### config.mk
export PLATFORM = sky130hd
export DESIGN_NAME = set_assoc_cache_flat
export DESIGN_NICKNAME = d
export VERILOG_FILES = /design/src/rtl/set_assoc_cache_pkg.sv /design/src/rtl/set_assoc_cache_if.sv /design/src/rtl/set_assoc_cache_way.sv /design/src/rtl/set_assoc_cache.sv /design/src/flat_wrapper.sv
export SDC_FILE = /design/constraint.sdc
export NUM_CORES = 1
export LEC_CHECK = 0
export ABC_CLOCK_PERIOD_IN_PS = 5200
export BUFFER_PORTS_ARGS = -buffer_cell sky130_fd_sc_hd__buf_2
export CAP_MARGIN = 20
export CORE_MARGIN = 5
export CORE_UTILIZATION = 46
export DETAILED_ROUTE_END_ITERATION = 6
export SLEW_MARGIN = 20
export SYNTH_ARGS = -nofsm -noshare
export SYNTH_HDL_FRONTEND = slang
export SYNTH_SLANG_ARGS = --single-unit
### constraint.sdc
create_clock -name clk -period 5.2 [get_ports clk]
set_input_delay 0.26 -clock clk [delete_from_list [all_inputs] [get_ports clk]]
set_output_delay 0.26 -clock clk [all_outputs]
set_load 0.01 [all_outputs]
### src/rtl/set_assoc_cache_pkg.sv
// Shared types for the set-associative cache: request ops, controller
// states and per-line status.
package set_assoc_cache_pkg;

  typedef enum logic [1:0] {
    Op_INVALID = 2'd0,
    Op_READ    = 2'd1,
    Op_WRITE   = 2'd2
  } Op;

  typedef enum logic [1:0] {
    State_READY     = 2'd0,
    State_WRITEBACK = 2'd1,
    State_FILL      = 2'd2
  } State;

  typedef enum logic [1:0] {
    Status_INVALID = 2'd0,
    Status_CLEAN   = 2'd1,
    Status_DIRTY   = 2'd2
  } Status;

  // Only one- and two-way organisations are supported (one LRU bit per set).
  localparam int unsigned MAX_WAYS = 32'd2;

  // A line takes part in tag compare only when it holds data.
  function automatic logic line_is_valid(input Status s);
    return (s != Status_INVALID);
  endfunction

endpackage

### src/rtl/set_assoc_cache_if.sv
// Core request/response and memory request/response bundle of the cache.
// slave = cache view, master = core/memory environment view.
interface set_assoc_cache_if #(
  parameter int unsigned ADDR_WIDTH = 32'd6,
  parameter int unsigned DATA_WIDTH = 32'd8
);
  import set_assoc_cache_pkg::*;

  logic                  req_valid;
  logic                  req_ready;
  Op                     req_op;
  logic [ADDR_WIDTH-1:0] req_addr;
  logic [DATA_WIDTH-1:0] req_data;
  logic                  rsp_valid;
  logic [DATA_WIDTH-1:0] rsp_data;
  logic                  mem_req_valid;
  logic                  mem_req_ready;
  Op                     mem_req_op;
  logic [ADDR_WIDTH-1:0] mem_req_addr;
  logic [DATA_WIDTH-1:0] mem_req_data;
  logic                  mem_rsp_valid;
  logic [DATA_WIDTH-1:0] mem_rsp_data;

  modport slave (
    input  req_valid, req_op, req_addr, req_data,
    input  mem_req_ready, mem_rsp_valid, mem_rsp_data,
    output req_ready, rsp_valid, rsp_data,
    output mem_req_valid, mem_req_op, mem_req_addr, mem_req_data
  );

  modport master (
    output req_valid, req_op, req_addr, req_data,
    output mem_req_ready, mem_rsp_valid, mem_rsp_data,
    input  req_ready, rsp_valid, rsp_data,
    input  mem_req_valid, mem_req_op, mem_req_addr, mem_req_data
  );

endinterface

### src/rtl/set_assoc_cache_way.sv
// One cache way: status, tag and data arrays indexed by set.
// Combinational lookup port, synchronous single write port, and a
// synchronous reset that invalidates every line at once.
module cache_way
  import set_assoc_cache_pkg::*;
#(
  parameter int unsigned TAG_WIDTH   = 32'd3,
  parameter int unsigned INDEX_WIDTH = 32'd3,
  parameter int unsigned DATA_WIDTH  = 32'd8
) (
  input  logic                   clk,
  input  logic                   rst,
  input  logic [INDEX_WIDTH-1:0] rd_index_i,
  input  logic [TAG_WIDTH-1:0]   rd_tag_i,
  output logic                   hit_o,
  output Status                  status_o,
  output logic [TAG_WIDTH-1:0]   tag_o,
  output logic [DATA_WIDTH-1:0]  data_o,
  input  logic                   we_i,
  input  logic [INDEX_WIDTH-1:0] wr_index_i,
  input  Status                  wr_status_i,
  input  logic [TAG_WIDTH-1:0]   wr_tag_i,
  input  logic [DATA_WIDTH-1:0]  wr_data_i
);

  localparam int unsigned SETS = 32'd1 << INDEX_WIDTH;

  Status                 status_q [SETS];
  logic [TAG_WIDTH-1:0]  tag_q    [SETS];
  logic [DATA_WIDTH-1:0] data_q   [SETS];

  assign status_o = status_q[rd_index_i];
  assign tag_o    = tag_q[rd_index_i];
  assign data_o   = data_q[rd_index_i];
  assign hit_o    = line_is_valid(status_o) && (tag_o == rd_tag_i);

  // Line storage: clear all sets on reset, otherwise write one set.
  always_ff @(posedge clk) begin
    if (rst) begin
      for (int s = 0; s < int'(SETS); s++) begin
        status_q[s] <= Status_INVALID;
        tag_q[s]    <= '0;
        data_q[s]   <= '0;
      end
    end else if (we_i) begin
      status_q[wr_index_i] <= wr_status_i;
      tag_q[wr_index_i]    <= wr_tag_i;
      data_q[wr_index_i]   <= wr_data_i;
    end
  end

endmodule

### src/rtl/set_assoc_cache.sv
// Write-back, write-allocate cache with 1 or 2 ways and true-LRU
// replacement. Misses write back a dirty victim, then fill the line over
// a single memory request/response channel.
module set_assoc_cache
  import set_assoc_cache_pkg::*;
#(
  parameter int unsigned ADDR_WIDTH  = 32'd6,
  parameter int unsigned INDEX_WIDTH = 32'd3,
  parameter int unsigned DATA_WIDTH  = 32'd8,
  parameter int unsigned WAYS        = 32'd2
) (
  input logic             clk,
  input logic             rst,
  set_assoc_cache_if.slave bus
);

  localparam int unsigned TAG_WIDTH = ADDR_WIDTH - INDEX_WIDTH;
  localparam int unsigned SETS      = 32'd1 << INDEX_WIDTH;

  typedef logic [0:0] way_t;

  // Lookup side
  logic [INDEX_WIDTH-1:0] req_idx_s;
  logic [TAG_WIDTH-1:0]   req_tag_s;
  logic [WAYS-1:0]        hit_s;
  Status                  status_s [WAYS];
  logic [TAG_WIDTH-1:0]   tag_s    [WAYS];
  logic [DATA_WIDTH-1:0]  data_s   [WAYS];
  logic                   hit_any_s;
  way_t                   hit_way_s;
  logic                   inv_found_s;
  way_t                   inv_way_s;
  way_t                   victim_s;

  // Shared write port into the ways
  logic [WAYS-1:0]        we_s;
  logic [INDEX_WIDTH-1:0] wr_index_s;
  Status                  wr_status_s;
  logic [TAG_WIDTH-1:0]   wr_tag_s;
  logic [DATA_WIDTH-1:0]  wr_data_s;

  // Controller state
  State                  state_q, state_d;
  logic [SETS-1:0]       lru_q, lru_d;
  Op                     req_op_q, req_op_d;
  logic [ADDR_WIDTH-1:0] req_addr_q, req_addr_d;
  logic [DATA_WIDTH-1:0] req_data_q, req_data_d;
  way_t                  victim_q, victim_d;
  logic                  req_ready_q, req_ready_d;
  logic                  rsp_valid_q, rsp_valid_d;
  logic [DATA_WIDTH-1:0] rsp_data_q, rsp_data_d;
  logic                  mem_req_valid_q, mem_req_valid_d;
  Op                     mem_req_op_q, mem_req_op_d;
  logic [ADDR_WIDTH-1:0] mem_req_addr_q, mem_req_addr_d;
  logic [DATA_WIDTH-1:0] mem_req_data_q, mem_req_data_d;

  logic [INDEX_WIDTH-1:0] pend_idx_s;
  logic [TAG_WIDTH-1:0]   pend_tag_s;

  assign req_idx_s  = bus.req_addr[INDEX_WIDTH-1:0];
  assign req_tag_s  = bus.req_addr[ADDR_WIDTH-1:INDEX_WIDTH];
  assign pend_idx_s = req_addr_q[INDEX_WIDTH-1:0];
  assign pend_tag_s = req_addr_q[ADDR_WIDTH-1:INDEX_WIDTH];

  for (genvar w = 0; w < int'(WAYS); w++) begin : g_way
    cache_way #(
      .TAG_WIDTH  (TAG_WIDTH),
      .INDEX_WIDTH(INDEX_WIDTH),
      .DATA_WIDTH (DATA_WIDTH)
    ) u_way (
      .clk        (clk),
      .rst        (rst),
      .rd_index_i (req_idx_s),
      .rd_tag_i   (req_tag_s),
      .hit_o      (hit_s[w]),
      .status_o   (status_s[w]),
      .tag_o      (tag_s[w]),
      .data_o     (data_s[w]),
      .we_i       (we_s[w]),
      .wr_index_i (wr_index_s),
      .wr_status_i(wr_status_s),
      .wr_tag_i   (wr_tag_s),
      .wr_data_i  (wr_data_s)
    );
  end

  // Hit way and victim: lowest-numbered invalid way first, else the LRU way.
  always_comb begin
    hit_any_s   = 1'b0;
    hit_way_s   = 1'b0;
    inv_found_s = 1'b0;
    inv_way_s   = 1'b0;
    for (int w = int'(WAYS) - 1; w >= 0; w--) begin
      hit_any_s   = hit_any_s | hit_s[w];
      hit_way_s   = hit_s[w] ? way_t'(w) : hit_way_s;
      inv_found_s = inv_found_s | (status_s[w] == Status_INVALID);
      inv_way_s   = (status_s[w] == Status_INVALID) ? way_t'(w) : inv_way_s;
    end
    victim_s = inv_found_s ? inv_way_s
             : ((WAYS == 32'd1) ? 1'b0 : lru_q[req_idx_s]);
  end

  // Next-state, way write port and output register values.
  always_comb begin
    state_d         = state_q;
    lru_d           = lru_q;
    req_op_d        = req_op_q;
    req_addr_d      = req_addr_q;
    req_data_d      = req_data_q;
    victim_d        = victim_q;
    req_ready_d     = req_ready_q;
    rsp_valid_d     = 1'b0;
    rsp_data_d      = rsp_data_q;
    mem_req_valid_d = mem_req_valid_q;
    mem_req_op_d    = mem_req_op_q;
    mem_req_addr_d  = mem_req_addr_q;
    mem_req_data_d  = mem_req_data_q;
    we_s            = '0;
    wr_index_s      = req_idx_s;
    wr_status_s     = Status_DIRTY;
    wr_tag_s        = req_tag_s;
    wr_data_s       = bus.req_data;

    case (state_q)
      State_READY: begin
        req_ready_d = 1'b1;
        if (bus.req_valid && req_ready_q &&
            ((bus.req_op == Op_READ) || (bus.req_op == Op_WRITE))) begin
          if (hit_any_s) begin
            rsp_valid_d       = 1'b1;
            lru_d[req_idx_s]  = ~hit_way_s;
            if (bus.req_op == Op_WRITE) begin
              we_s[hit_way_s] = 1'b1;
              rsp_data_d      = bus.req_data;
            end else begin
              rsp_data_d      = data_s[hit_way_s];
            end
          end else begin
            req_op_d        = bus.req_op;
            req_addr_d      = bus.req_addr;
            req_data_d      = bus.req_data;
            victim_d        = victim_s;
            req_ready_d     = 1'b0;
            mem_req_valid_d = 1'b1;
            mem_req_data_d  = data_s[victim_s];
            if (status_s[victim_s] == Status_DIRTY) begin
              state_d        = State_WRITEBACK;
              mem_req_op_d   = Op_WRITE;
              mem_req_addr_d = {tag_s[victim_s], req_idx_s};
            end else begin
              state_d        = State_FILL;
              mem_req_op_d   = Op_READ;
              mem_req_addr_d = bus.req_addr;
            end
          end
        end else begin
          // Idle cycle or Op_INVALID request: accepted with no effect.
          state_d = State_READY;
        end
      end

      State_WRITEBACK: begin
        req_ready_d = 1'b0;
        if (mem_req_valid_q && bus.mem_req_ready) begin
          state_d         = State_FILL;
          mem_req_valid_d = 1'b1;
          mem_req_op_d    = Op_READ;
          mem_req_addr_d  = req_addr_q;
        end else begin
          state_d = State_WRITEBACK;
        end
      end

      State_FILL: begin
        req_ready_d = 1'b0;
        if (mem_req_valid_q) begin
          // Fill request still outstanding; response is not expected yet.
          mem_req_valid_d = !bus.mem_req_ready;
        end else if (bus.mem_rsp_valid) begin
          we_s[victim_q]    = 1'b1;
          wr_index_s        = pend_idx_s;
          wr_tag_s          = pend_tag_s;
          lru_d[pend_idx_s] = ~victim_q;
          rsp_valid_d       = 1'b1;
          req_ready_d       = 1'b1;
          state_d           = State_READY;
          if (req_op_q == Op_WRITE) begin
            wr_status_s = Status_DIRTY;
            wr_data_s   = req_data_q;
            rsp_data_d  = req_data_q;
          end else begin
            wr_status_s = Status_CLEAN;
            wr_data_s   = bus.mem_rsp_data;
            rsp_data_d  = bus.mem_rsp_data;
          end
        end else begin
          state_d = State_FILL;
        end
      end

      default: begin
        state_d         = State_READY;
        req_ready_d     = 1'b1;
        mem_req_valid_d = 1'b0;
      end
    endcase
  end

  // Controller and output registers.
  always_ff @(posedge clk) begin
    if (rst) begin
      state_q         <= State_READY;
      lru_q           <= '0;
      req_op_q        <= Op_INVALID;
      req_addr_q      <= '0;
      req_data_q      <= '0;
      victim_q        <= 1'b0;
      req_ready_q     <= 1'b1;
      rsp_valid_q     <= 1'b0;
      rsp_data_q      <= '0;
      mem_req_valid_q <= 1'b0;
      mem_req_op_q    <= Op_INVALID;
      mem_req_addr_q  <= '0;
      mem_req_data_q  <= '0;
    end else begin
      state_q         <= state_d;
      lru_q           <= lru_d;
      req_op_q        <= req_op_d;
      req_addr_q      <= req_addr_d;
      req_data_q      <= req_data_d;
      victim_q        <= victim_d;
      req_ready_q     <= req_ready_d;
      rsp_valid_q     <= rsp_valid_d;
      rsp_data_q      <= rsp_data_d;
      mem_req_valid_q <= mem_req_valid_d;
      mem_req_op_q    <= mem_req_op_d;
      mem_req_addr_q  <= mem_req_addr_d;
      mem_req_data_q  <= mem_req_data_d;
    end
  end

  assign bus.req_ready     = req_ready_q;
  assign bus.rsp_valid     = rsp_valid_q;
  assign bus.rsp_data      = rsp_data_q;
  assign bus.mem_req_valid = mem_req_valid_q;
  assign bus.mem_req_op    = mem_req_op_q;
  assign bus.mem_req_addr  = mem_req_addr_q;
  assign bus.mem_req_data  = mem_req_data_q;

endmodule

### src/flat_wrapper.sv
// flat-port wrapper written by rule: the top's interface ports become plain ports
module set_assoc_cache_flat import set_assoc_cache_pkg::*;
#(
  parameter int unsigned ADDR_WIDTH  = 32'd6,
  parameter int unsigned INDEX_WIDTH = 32'd3,
  parameter int unsigned DATA_WIDTH  = 32'd8,
  parameter int unsigned WAYS        = 32'd2
)
  (clk, rst, bus_req_valid, bus_req_op, bus_req_addr, bus_req_data, bus_mem_req_ready, bus_mem_rsp_valid, bus_mem_rsp_data, bus_req_ready, bus_rsp_valid, bus_rsp_data, bus_mem_req_valid, bus_mem_req_op, bus_mem_req_addr, bus_mem_req_data);
  set_assoc_cache_if #(.ADDR_WIDTH(ADDR_WIDTH), .DATA_WIDTH(DATA_WIDTH)) bus_i ();
  input logic clk;
  input logic rst;
  input wire logic [$bits(bus_i.req_valid)-1:0] bus_req_valid;
  input wire logic [$bits(bus_i.req_op)-1:0] bus_req_op;
  input wire logic [$bits(bus_i.req_addr)-1:0] bus_req_addr;
  input wire logic [$bits(bus_i.req_data)-1:0] bus_req_data;
  input wire logic [$bits(bus_i.mem_req_ready)-1:0] bus_mem_req_ready;
  input wire logic [$bits(bus_i.mem_rsp_valid)-1:0] bus_mem_rsp_valid;
  input wire logic [$bits(bus_i.mem_rsp_data)-1:0] bus_mem_rsp_data;
  output wire logic [$bits(bus_i.req_ready)-1:0] bus_req_ready;
  output wire logic [$bits(bus_i.rsp_valid)-1:0] bus_rsp_valid;
  output wire logic [$bits(bus_i.rsp_data)-1:0] bus_rsp_data;
  output wire logic [$bits(bus_i.mem_req_valid)-1:0] bus_mem_req_valid;
  output wire logic [$bits(bus_i.mem_req_op)-1:0] bus_mem_req_op;
  output wire logic [$bits(bus_i.mem_req_addr)-1:0] bus_mem_req_addr;
  output wire logic [$bits(bus_i.mem_req_data)-1:0] bus_mem_req_data;
  assign bus_i.req_valid = bus_req_valid;
  assign bus_i.req_op = bus_req_op;
  assign bus_i.req_addr = bus_req_addr;
  assign bus_i.req_data = bus_req_data;
  assign bus_i.mem_req_ready = bus_mem_req_ready;
  assign bus_i.mem_rsp_valid = bus_mem_rsp_valid;
  assign bus_i.mem_rsp_data = bus_mem_rsp_data;
  assign bus_req_ready = bus_i.req_ready;
  assign bus_rsp_valid = bus_i.rsp_valid;
  assign bus_rsp_data = bus_i.rsp_data;
  assign bus_mem_req_valid = bus_i.mem_req_valid;
  assign bus_mem_req_op = bus_i.mem_req_op;
  assign bus_mem_req_addr = bus_i.mem_req_addr;
  assign bus_mem_req_data = bus_i.mem_req_data;
  set_assoc_cache #(.ADDR_WIDTH(ADDR_WIDTH), .INDEX_WIDTH(INDEX_WIDTH), .DATA_WIDTH(DATA_WIDTH), .WAYS(WAYS)) u_core (.clk(clk), .rst(rst), .bus(bus_i));
endmodule
==> results of run 1 <==
==> cell families after synthesis <==
| family | synth area share, % |
|---|---|
| adders and majority gates | 0.1018 |
| muxes | 10.76 |
| xor gates and xnor gates | 0.3563 |
| AOI/OAI and AO/OA | 10.47 |
| and+or+nand+nor | 14.99 |
| buffers and inverters | 3.706 |
| DFF | 59.62 |
==> registers in the layout, summed over array words and instances, names as in the netlist <==
register and cells:
u_core.g_way.u_way.data_q 128, u_core.g_way.u_way.tag_q 48, u_core.g_way.u_way.status_q 32, u_core.bus.mem_req_data 8
u_core.bus.rsp_data 8, u_core.lru_q 8, u_core.req_data_q 8, u_core.bus.mem_req_addr 6
u_core.req_addr_q 6, u_core.bus.mem_req_op 2, u_core.req_op_q 2, u_core.state_q 2
u_core.bus.mem_req_valid 1, u_core.bus.req_ready 1, u_core.bus.rsp_valid 1, u_core.victim_q 1
==> synthesized netlist by cell type (all sizes together), types with 3 or more instances <==
cell	count
a211oi	3
a21oi	71
a221oi	19
a22o	4
a22oi	11
a31oi	13
and2	6
buf	37
clkbuf	55
dfxtp	54
edfxtp	208
inv	11
mux2	13
mux2i	59
mux4	26
nand2	105
nand2b	8
nand3	26
nand3b	3
nor2	252
nor2b	8
nor3	12
nor3b	3
o211ai	3
o21a	3
o21ai	38
o22ai	5
o31ai	4
o32ai	8
or2	4
xnor2	4
==> repair_timing <==
action | in CTS | in global routing
endpoints found under the hold margin | 10 | 0
endpoints found under the setup margin | 0 | 0
hold buffers | 10 | 0
==> cell usage in the layout (no fill, tap or decap), types with 13 or more instances in the layout <==
| cell | synthesis | layout |
|---|---|---|
| edfxtp_1 | 208 | 208 |
| a31oi_1 | 13 | 13 |
| buf_2 | 19 | 54 |
| nand2_1 | 105 | 105 |
| mux4_2 | 26 | 26 |
| a21oi_1 | 71 | 71 |
| dfxtp_1 | 54 | 54 |
| mux2i_1 | 59 | 59 |
| nand3_1 | 17 | 17 |
| a221oi_1 | 19 | 19 |
| o21ai_0 | 21 | 21 |
| o21ai_1 | 17 | 17 |
| clkbuf_16 | 0 | 27 |
| nor2_1 | 252 | 252 |
| buf_4 | 9 | 41 |
==> metal layers <==
| metal | share of wire [%] | wire, um | GRT usage (%) |
|---|---|---|---|
| met3 | 9.2 | 3478 | 4.275 |
| met5 | 0 | 0 | 0 |
| met4 | 2.9 | 1077 | 6.884 |
| met1 | 43 | 16110 | 35.65 |
| met2 | 45 | 17030 | 38.19 |
==> stage by stage <==
step	hold slack, ns	instances	setup slack [ns]
after floorplan	0.3960	1104	2.081
after global placement	0.4348	1443	1.130
after detailed placement	0.4434	1443	1.150
after CTS	0.03778	1500	1.679
after global routing	0.06364	1500	1.481
final	0.05350	1500	1.629
==> worst paths after layout <==
check	to	slack [ns]	depth (start not counted)
min	u_core.req_addr_q[5]	0.05	3
max reg2reg	u_core.g_way[1].u_way.data_q[1][4]	1.63	8
max	u_core.g_way[1].u_way.data_q[1][4]	1.63	8
min reg2reg	u_core.bus.mem_req_data[7]	0.45	2
==> area by class of cell <==
cell class / count / area, um2 / share of cell area [%]
Clock buffer: 33 / 738.2 / 5.335
Tap cell: 335 / 419.2 / 3.029
Clock inverter: 14 / 92.59 / 0.6691
Inverter: 12 / 45.04 / 0.3255
Multi-Input combinational cell: 738 / 4518 / 32.65
Sequential cell: 262 / 7327 / 52.95
Timing Repair Buffer: 106 / 698.2 / 5.045
==> worst max-delay path, cell delays in order (launching register included) <==
cell      delay, ns
edfxtp_1       0.40
mux4_2         0.53
mux2i_1        0.28
xnor2_1        0.14
or4_1          0.53
buf_4          0.22
a32o_2         0.40
nand3_2        0.29
nand2_1        0.40
==> where the power goes <==
part / leakage [nW] / switching (mW) / total, mW / internal, mW
Clock: 0.409 / 0.790 / 1.84 / 1.05
Combinational: 2.13 / 0.400 / 0.590 / 0.190
Sequential: 2.59 / 0.0533 / 2.40 / 2.34
==> results.sh, run 1 <==
export IMPL_status="completed"
export IMPL_grt_setup_unrepaired="false"
export IMPL_viasPerCell=6.105
export IMPL_drive_gt1_share_pct=16.57
export IMPL_vias=9158
export IMPL_n_fill_cell=2302
export IMPL_synth_edf_count=208
export IMPL_cts_htree_levels=1
export IMPL_clock_fmax_mhz=280.0
export IMPL_drv_slew=0
export IMPL_die_y_um=173.5
export IMPL_overflow=0
export IMPL_drcViolationCount=0
export IMPL_worstMarginPinSlew_ns=1.130
export IMPL_critPathKind="flop to flop"
export IMPL_final_setup_viol_count=0
export IMPL_end_kind="flop"
export IMPL_ys_warn_count=0
export IMPL_num_rows=59
export IMPL_p_total_mw=4.823
export IMPL_slew_headroom_pct=24.65
export IMPL_worstPathMaxFanout=18
export IMPL_fin_nets=1177
export IMPL_avgSynthCellArea_um2=11.13
export IMPL_cts_made_buffers=27
export IMPL_start_util_pct=46.89
export IMPL_grt_pass1_wl_mm=56.25
export IMPL_cap_violations=0
export IMPL_power_leakage_nw=5.131
export IMPL_hp_start="bus_req_addr[5]"
export IMPL_synth_top_area_share_pct=50.82
export IMPL_synthToLayoutAreaGrowth_pct=12.60
export IMPL_finClkSkew_ns=0.01684
export IMPL_ys_types=67
export IMPL_design_area_um2=13840
export IMPL_synth_area_leaders="edfxtp_1 (51%), dfxtp_1 (8.8%), nor2_1 (7.7%), mux2i_1 (4.8%), mux4_2 (4.8%)"
export IMPL_crit_path_start_kind="flop"
export IMPL_grt_pass1_vias=8560
export IMPL_io_buffers=55
export IMPL_clkSinkCount=262
export IMPL_grt_usage_pct=24.52
export IMPL_synth_flop_cell="edfxtp_1"
export IMPL_hold_viol_final=0
export IMPL_critPathLaunch="u_core.g_way[0].u_way.tag_q[5][0]"
export IMPL_antenna_cells=0
export IMPL_ctsResizeCount=0
export IMPL_detail_route_wl_per_cell_um=25.13
export IMPL_finalSetupTns_ns=0
export IMPL_drtPass1Iterations=5
export IMPL_coreArea_um2=26210
export IMPL_synthArstFlopShare_pct=0
export IMPL_period_needed_ns=3.571
export IMPL_detail_route_antenna_nets=0
export IMPL_post_dp_cell_area_um2=12910
export IMPL_arrival_ns=3.72
export IMPL_wirelength_mm=37.70
export IMPL_cts_tree="built"
export IMPL_pin_count=56
export IMPL_cts_clk_slew_worst_paths_ns=0.06
export IMPL_antenna_found_initial=0
export IMPL_hold_class="input pin to flop"
export IMPL_clk_path_buf_depth=3
export IMPL_synthesis_area_um2=12290
export IMPL_cts_root_buf="clkbuf_16"
export IMPL_insertion_delay_ns=0.54
export IMPL_die_w_um=173.5
export IMPL_syn_inst=1104
export IMPL_dieArea_um2=30080
export IMPL_synth_seq_cells=262
export IMPL_grt_max_degree=52
export IMPL_r2r_start="u_core.g_way[0].u_way.tag_q[5][0]"
export IMPL_finalCritPeriodShare_pct=68.67
export IMPL_fin_util_pct=52.81
export IMPL_post_cts_buffers=0
export IMPL_drtIter0Drc=1312
export IMPL_ir_drop_uv=201.7
export IMPL_hpwl_mm=25.44
export IMPL_gp_congestion=0.9214
export IMPL_yosysTopAreaCell="edfxtp_1"
export IMPL_synth_nets=1134
export IMPL_cellPowerDensity_nw_per_um2=348.5
export IMPL_cp_required_ns=5.35
export IMPL_yosysSeqAreaShare_pct=59.62
Power figures use the tool's default switching activity.
==> run 2, diff against run 1 <==
Settings changed: ABC_AREA set to 1, ABC_CLOCK_PERIOD_IN_PS 5200 to 3390.
Clock period 5.2 ns to 3.39 ns, I/O delays scaled along.
==> run 2 against run 1 <==
- flip-flop and latch count stayed put
- routed wire length is 1.2% lower
- via count is 12% higher
- global-route usage is 0.87 points lower
- sequential power is 53% higher
- sequential share of layout area is 2.5 points lower
- first-iteration DRC count is 27% lower
- register-to-register slack worse by 1.2 ns
- clock skew is 0.0010 ns lower
- worst hold slack better by 0.0022 ns
- setup slack worse by 1.2 ns
- highest routed layer unchanged
==> results.sh, run 2 <==
export IMPL_status="completed"
export IMPL_hold_viol_final=0
export IMPL_arrival_ns=3.19
export IMPL_synth_nets=1513
export IMPL_timing_rr_end="u_core.g_way[1].u_way.data_q[1][7]"
export IMPL_num_rows=60
export IMPL_n_fill_cell=2535
export IMPL_dr_wl_met2_mm=16.98
export IMPL_finalCritPeriodShare_pct=88.62
export IMPL_detail_route_antenna_nets=0
export IMPL_post_cts_buffers=0
export IMPL_drtIter0Drc=964
export IMPL_min_to="u_core.bus.rsp_data[7]"
export IMPL_power_leakage_nw=6.315
export IMPL_worstPathMaxFanout=18
export IMPL_io_buffers=55
export IMPL_ys_types=38
export IMPL_detail_route_wl_per_cell_um=19.46
export IMPL_synthesis_area_um2=12680
export IMPL_cts_root_buf="clkbuf_16"
export IMPL_syn_inst=1483
export IMPL_avgSynthCellArea_um2=8.553
export IMPL_place_ws_ns=0.1443
export IMPL_clkSinkCount=262
export IMPL_grt_max_degree=39
export IMPL_timing_final_ws_setup_ns=0.3856
export IMPL_hold_depth=5
export IMPL_finClkSkew_ns=0.01582
export IMPL_reg_largest_list="u_core.g_way.u_way.data_q: 128 flops, u_core.g_way.u_way.tag_q: 48 flops, u_core.g_way.u_way.status_q: 32 flops"
export IMPL_die_y_um=176.1
export IMPL_cellPowerDensity_nw_per_um2=548.7
export IMPL_clock_fmax_mhz=332.8
export IMPL_cap_violations=0
export IMPL_drtPass1Iterations=5
export IMPL_yosysTopAreaCell="edfxtp_1"
export IMPL_coreArea_um2=27030
export IMPL_grt_usage_pct=23.65
export IMPL_dieArea_um2=31000
export IMPL_synth_xor_area_share_pct=0
export IMPL_worstMarginPinSlew_ns=0.9037
export IMPL_antenna_found_initial=0
export IMPL_synth_top_family_by_area="simple AND/OR/NAND/NOR gates"
export IMPL_synth_top_area_share_pct=49.24
export IMPL_synth_flop_cell="edfxtp_1"
export IMPL_antenna_cells=0
export IMPL_ff2ff_path_depth=9
export IMPL_wl_met3_mm=2.650
export IMPL_synth_area_leaders="edfxtp_1 (49%), nand2_1 (13%), dfxtp_1 (8.5%), nor2_1 (7.7%), inv_1 (3.6%)"
export IMPL_grt_setup_unrepaired="false"
export IMPL_highest_layer="met4"
export IMPL_start_util_pct=46.94
export IMPL_critPathSlowestCell="o21ai_0"
export IMPL_r2r_start="u_core.state_q[1]"
export IMPL_vias=10270
export IMPL_regMostFlops="u_core.g_way.u_way.data_q"
export IMPL_die_w_um=176.1
export IMPL_drv_slew=0
export IMPL_cts_clk_slew_worst_paths_ns=0.06
export IMPL_ctsHoldBuffers=15
export IMPL_rrSetupSlack_ns=0.39
export IMPL_drive_gt1_share_pct=13.22
export IMPL_period_needed_ns=3.004
export IMPL_largest_reg_flops=128
export IMPL_slew_headroom_pct=39.68
export IMPL_ys_top_cells_by_count="nand2_1 (442), nor2_1 (260), edfxtp_1 (208)"
export IMPL_fin_nets=1583
export IMPL_gp_congestion=0.9435
export IMPL_grt_pass1_vias=9617
export IMPL_crit_path_start_kind="flop"
export IMPL_cts_htree_levels=1
export IMPL_ys_warn_count=0
export IMPL_synthArstFlopShare_pct=0
export IMPL_max_stage_delay_ns=0.55
export IMPL_synth_edf_count=208
export IMPL_synth_mux_area_share_pct=0
export IMPL_synth_seq_cells=262
export IMPL_yosysMostFrequentCell="nand2_1"
export IMPL_wirelength_mm=37.25
export IMPL_grt_pass1_wl_mm=57.16
export IMPL_hp_start="bus_mem_rsp_data[7]"
export IMPL_critPathKind="flop to flop"
export IMPL_viasPerCell=5.367
export IMPL_end_kind="flop"
export IMPL_ir_drop_uv=349.0
export IMPL_mostFrequentLayoutCell="nand2_1"
export IMPL_yosys_area_share_simple_pct=27.64
export IMPL_cp_required_ns=3.58
export IMPL_synthToLayoutAreaGrowth_pct=14.60
export IMPL_final_cell_mix="nand2_1 (442), nor2_1 (260), edfxtp_1 (208), inv_1 (120), o21ai_0 (79)"
export IMPL_cts_tree="built"
export IMPL_drcViolationCount=0
export IMPL_synthAdderAreaFrac_pct=0.09864
export IMPL_final_setup_viol_count=0
export IMPL_cts_made_buffers=30
export IMPL_synth_compound_area_share_pct=7.487
export IMPL_ctsResizeCount=0
export IMPL_clk_path_buf_depth=3
export IMPL_finalSetupTns_ns=0
export IMPL_hpwl_mm=26.18
export IMPL_yosysSeqAreaShare_pct=57.76
export IMPL_insertion_delay_ns=0.56
export IMPL_wl_met1_mm=16.69
export IMPL_overflow=0
export IMPL_crit_path_cell_trace="inv_1 -> nor2_1 -> nand3_1 -> buf_4 -> o21ai_0 -> nand2_1 -> nor2_1 -> nand3_4 -> nand2_1"
export IMPL_pin_count=56
export IMPL_hold_class="input pin to flop"
run 2: cell count changes after synthesis, sizes merged, moves of 13 or more:
| cell | previous run | this run |
|---|---|---|
| mux2i | 59 | 0 |
| nand2 | 105 | 445 |
| nor2 | 252 | 296 |
| nand3 | 26 | 75 |
| mux4 | 26 | 0 |
| inv | 11 | 130 |
| o21ai | 38 | 90 |
| a21oi | 71 | 50 |
| mux2 | 13 | 0 |
| a31oi | 13 | 0 |
run 2: how the worst max path moves through the flow:
stage	from	end	slack, ns	cells past startpoint
floorplan	bus_req_addr[0]	u_core.g_way[1].u_way.data_q[6][0]	0.70	16
global placement	bus_req_addr[2]	u_core.g_way[1].u_way.data_q[6][2]	0.19	16
detailed placement	bus_req_addr[2]	u_core.g_way[1].u_way.data_q[6][2]	0.14	16
CTS	u_core.state_q[1]	u_core.g_way[1].u_way.data_q[1][7]	0.41	9
global route	u_core.state_q[1]	u_core.g_way[1].u_way.data_q[1][7]	0.16	9
finish	u_core.state_q[1]	u_core.g_way[1].u_way.data_q[1][7]	0.39	9
run 2: final cells by class:
| type | count | area (um2) | share of cell area (%) |
|---|---|---|---|
| clock buffer | 37 | 808.3 | 5.560 |
| multi-input combinational | 1008 | 4468 | 30.74 |
| timing repair buffer | 116 | 783.3 | 5.388 |
| inverter | 135 | 509.2 | 3.503 |
| tap | 341 | 426.7 | 2.935 |
| clock inverter | 15 | 214.0 | 1.472 |
| sequential | 262 | 7327 | 50.40 |
run 2: metal layers:
layer | global-route usage [%] | vias to the layer above
met4 | 5.978 | 0
met2 | 37.94 | 419
met5 | 0 | -
met3 | 3.405 | 61
li1 | - | 4950
met1 | 34.07 | 4843
run 2: power breakdown:
part	total, mW	internal [mW]	switching [mW]
sequential	3.67	3.61	0.0632
combinational	0.944	0.251	0.692
clock	3.36	2.06	1.30
total	7.98	5.92	2.05
run 2: logic make-up (layout without fill, tap and decap cells):
group,after synthesis,in the layout
AOI/OAI and AO/OA,170,170
DFF,262,262
adders and majority gates,1,1
and+or+nand+nor,837,837
buffers and inverters,213,303
run 2: critical path: cells and delay by family (launching register included):
family	cells	cell delay [ns]
compound gates	1	0.55
flops	1	0.35
buf+inv	2	0.28
simple gates	6	1.45
run 2: stage by stage:
stage	instances	hold WS (ns)	power (mW)	util, %	cell area, um2
3_5_place_dp	1847	0.4457	4.657	49.45	13360
6_report	1914	0.05575	7.976	53.79	14540
5_1_grt	1914	0.06039	8.266	53.79	14540
2_1_floorplan	1483	0.2463	4.304	-	12680
4_1_cts	1914	0.02968	8.006	53.79	14540
3_3_place_gp	1847	0.4371	4.652	49.45	13360
==> run 3, diff against run 2 <==
Settings changed: HOLD_SLACK_MARGIN set to 0.08.
==> run 3 against run 2 <==
- the run now ends with design-rule violations left
- clock skew rose by 0.00057 ns
- power rose by 0.18%
- via count rose by 0.39%
- fmax fell by 4.1%
- setup slack got worse by 0.13 ns
- design area rose by 0.69%
- flip-flop and latch count did not move
- critical path type is now input pin to flop
- clock-buffer cell count did not move
- die area did not move
- largest power group unchanged
==> results.sh, run 3 (synthesis results as in run 2) <==
export IMPL_worstMarginPinSlew_ns=0.9033
export IMPL_n_fill_cell=2530
export IMPL_drive_gt1_share_pct=13.40
export IMPL_die_w_um=176.1
export IMPL_finalCritPeriodShare_pct=92.42
export IMPL_end_kind="flop"
export IMPL_finClkSkew_ns=0.01638
export IMPL_cts_tree="built"
export IMPL_wirelength_mm=37.29
export IMPL_switching_share_pct=25.79
export IMPL_place_ws_ns=0.1443
export IMPL_insertion_delay_ns=0.56
export IMPL_final_setup_viol_count=0
export IMPL_reg_largest_list="u_core.g_way.u_way.data_q: 128 flops, u_core.g_way.u_way.tag_q: 48 flops, u_core.g_way.u_way.status_q: 32 flops"
export IMPL_layout_area_seq_um2=7327
export IMPL_cts_clk_slew_worst_paths_ns=0.06
export IMPL_pin_count=56
export IMPL_grt_setup_unrepaired="true"
export IMPL_final_cell_mix="nand2_1 (438), nor2_1 (260), edfxtp_1 (208), inv_1 (120), o21ai_0 (79)"
export IMPL_cellPowerDensity_nw_per_um2=546.0
export IMPL_start_util_pct=46.94
export IMPL_p_int_mw=5.930
export IMPL_power_frac_comb_pct=11.9
export IMPL_cts_root_buf="clkbuf_16"
export IMPL_clkSinkCount=262
export IMPL_holdWs_ns=0.1176
export IMPL_ir_drop_uv=348.5
export IMPL_largest_reg_flops=128
export IMPL_crit_path_cell_trace="dlygate4sd3_1 -> buf_2 -> inv_1 -> nor2_2 -> nand3_1 -> nand2_1 -> inv_2 -> nand2_1 -> nor2_1 -> nor2_2 -> nand2_2 -> nor2_8 -> nand2_4 -> o22ai_4 -> buf_12 -> nand3_4 -> nand2_1"
export IMPL_multiInputGateArea_um2=4478
export IMPL_die_y_um=176.1
export IMPL_cts_htree_levels=1
export IMPL_grt_pass1_wl_mm=57.34
export IMPL_grt_max_degree=39
export IMPL_mostFrequentLayoutCell="nand2_1"
export IMPL_drcViolationCount=5
export IMPL_crit_buf_inv=5
export IMPL_status="finished with violations"
export IMPL_grt_pass1_vias=9669
export IMPL_hold_viol_final=0
export IMPL_critPathKind="input pin to flop"
export IMPL_critPathSlowestCell="dlygate4sd3_1"
export IMPL_grt_usage_pct=23.71
export IMPL_power_net_switching_mw=2.061
export IMPL_detail_route_antenna_nets=0
export IMPL_dieArea_um2=31000
export IMPL_max_stage_delay_ns=0.52
export IMPL_overflow=0
export IMPL_cap_violations=0
export IMPL_regMostFlops="u_core.g_way.u_way.data_q"
export IMPL_hpwl_mm=26.18
export IMPL_coreArea_um2=27030
export IMPL_antenna_found_initial=0
export IMPL_drv_slew=0
export IMPL_clkPwrFrac_pct=42.1
export IMPL_design_area_um2=14640
export IMPL_fin_util_pct=54.16
export IMPL_violations="design-rule violations"
export IMPL_worstPathMaxFanout=14
export IMPL_arrival_ns=3.33
export IMPL_crit_path_start_kind="input pin"
export IMPL_drtIter0Drc=992
export IMPL_synthToLayoutAreaGrowth_pct=15.39
export IMPL_clock_fmax_mhz=319.2
export IMPL_post_dp_cell_area_um2=13360
export IMPL_cp_required_ns=3.58
export IMPL_antenna_cells=0
export IMPL_num_rows=60
export IMPL_power_leakage_nw=6.353
export IMPL_cts_made_buffers=30
export IMPL_hold_class="input pin to flop"
export IMPL_slew_headroom_pct=39.72
export IMPL_clk_path_buf_depth=3
export IMPL_detail_route_wl_per_cell_um=19.39
export IMPL_gp_congestion=0.9435
export IMPL_critPathMostFrequentCell="nand2_1"
export IMPL_vias=10310
export IMPL_seqPwrFrac_pct=46.0
export IMPL_viasPerCell=5.363
export IMPL_cpLargestDelayFamily="simple AND/OR/NAND/NOR gates"
export IMPL_p_total_mw=7.991
export IMPL_fin_nets=1592
export IMPL_period_needed_ns=3.133
export IMPL_timing_final_ws_setup_ns=0.2571
export IMPL_io_buffers=55
export IMPL_drtPass1Iterations=7
==> run 3: changes by cell type in the layout (fill, tap and decap cells not counted) <==
cell | previous run | this run
dlygate4sd3_1 | 15 | 24
nand2_1 | 442 | 438
nand2_2 | 2 | 6
==> run 3: per-stage QoR <==
step                      TNS [ns]  cells
after CTS                        0   1923
after global routing        -1.501   1923
after global placement           0   1847
final                            0   1923
after detailed placement         0   1847
after floorplan                  0   1483
==> run 3: worst paths after layout <==
kind	startpoint	to	slack, ns	depth (start not counted)
hold reg to reg	u_core.req_data_q[4]	u_core.req_data_q[4]	0.45	2
setup / recovery	bus_req_addr[2]	u_core.g_way[1].u_way.data_q[4][1]	0.26	17
hold / removal	bus_req_addr[1]	u_core.req_addr_q[1]	0.12	3
setup reg to reg	u_core.state_q[1]	u_core.g_way[0].u_way.data_q[0][3]	0.47	9
==> run 3: layout make-up <==
class,count,share of cell area (%)
sequential,262,50.06
timing repair buffer,125,5.967
clock inverter,15,1.462
inverter,135,3.479
multi-input combinational,1008,30.60
tap,341,2.915
clock buffer,37,5.522
==> run 3: what timing repair did <==
item                       4_1_cts  5_1_grt
gates resized for setup          0        4
setup endpoints to repair        0      150
hold buffers                    24        0
hold endpoints to repair        35        0
setup buffers                    0        0
==> run 3: power groups by stage <==
stage / sequential, mW / clock, mW / combinational, mW
3_5_place_dp: 3.74 / 0 / 0.917
2_1_floorplan: 3.73 / 0 / 0.572
3_3_place_gp: 3.74 / 0 / 0.916
5_1_grt: 3.69 / 3.54 / 1.05
6_report: 3.67 / 3.37 / 0.952
4_1_cts: 3.67 / 3.40 / 0.944
==> run 3: tightest hold or removal path, stage by stage <==
cell and delay (ns):
buf_2 0.22, o21ai_0 0.19, a21oi_1 0.04
==> run 3: layer usage <==
metal	global-route usage (%)	vias to the layer above	routed length [um]
met4	5.978	0	940
met5	0	-	0
li1	-	4962	-
met3	3.383	64	2468
met2	38.10	397	17070
met1	34.12	4890	16820
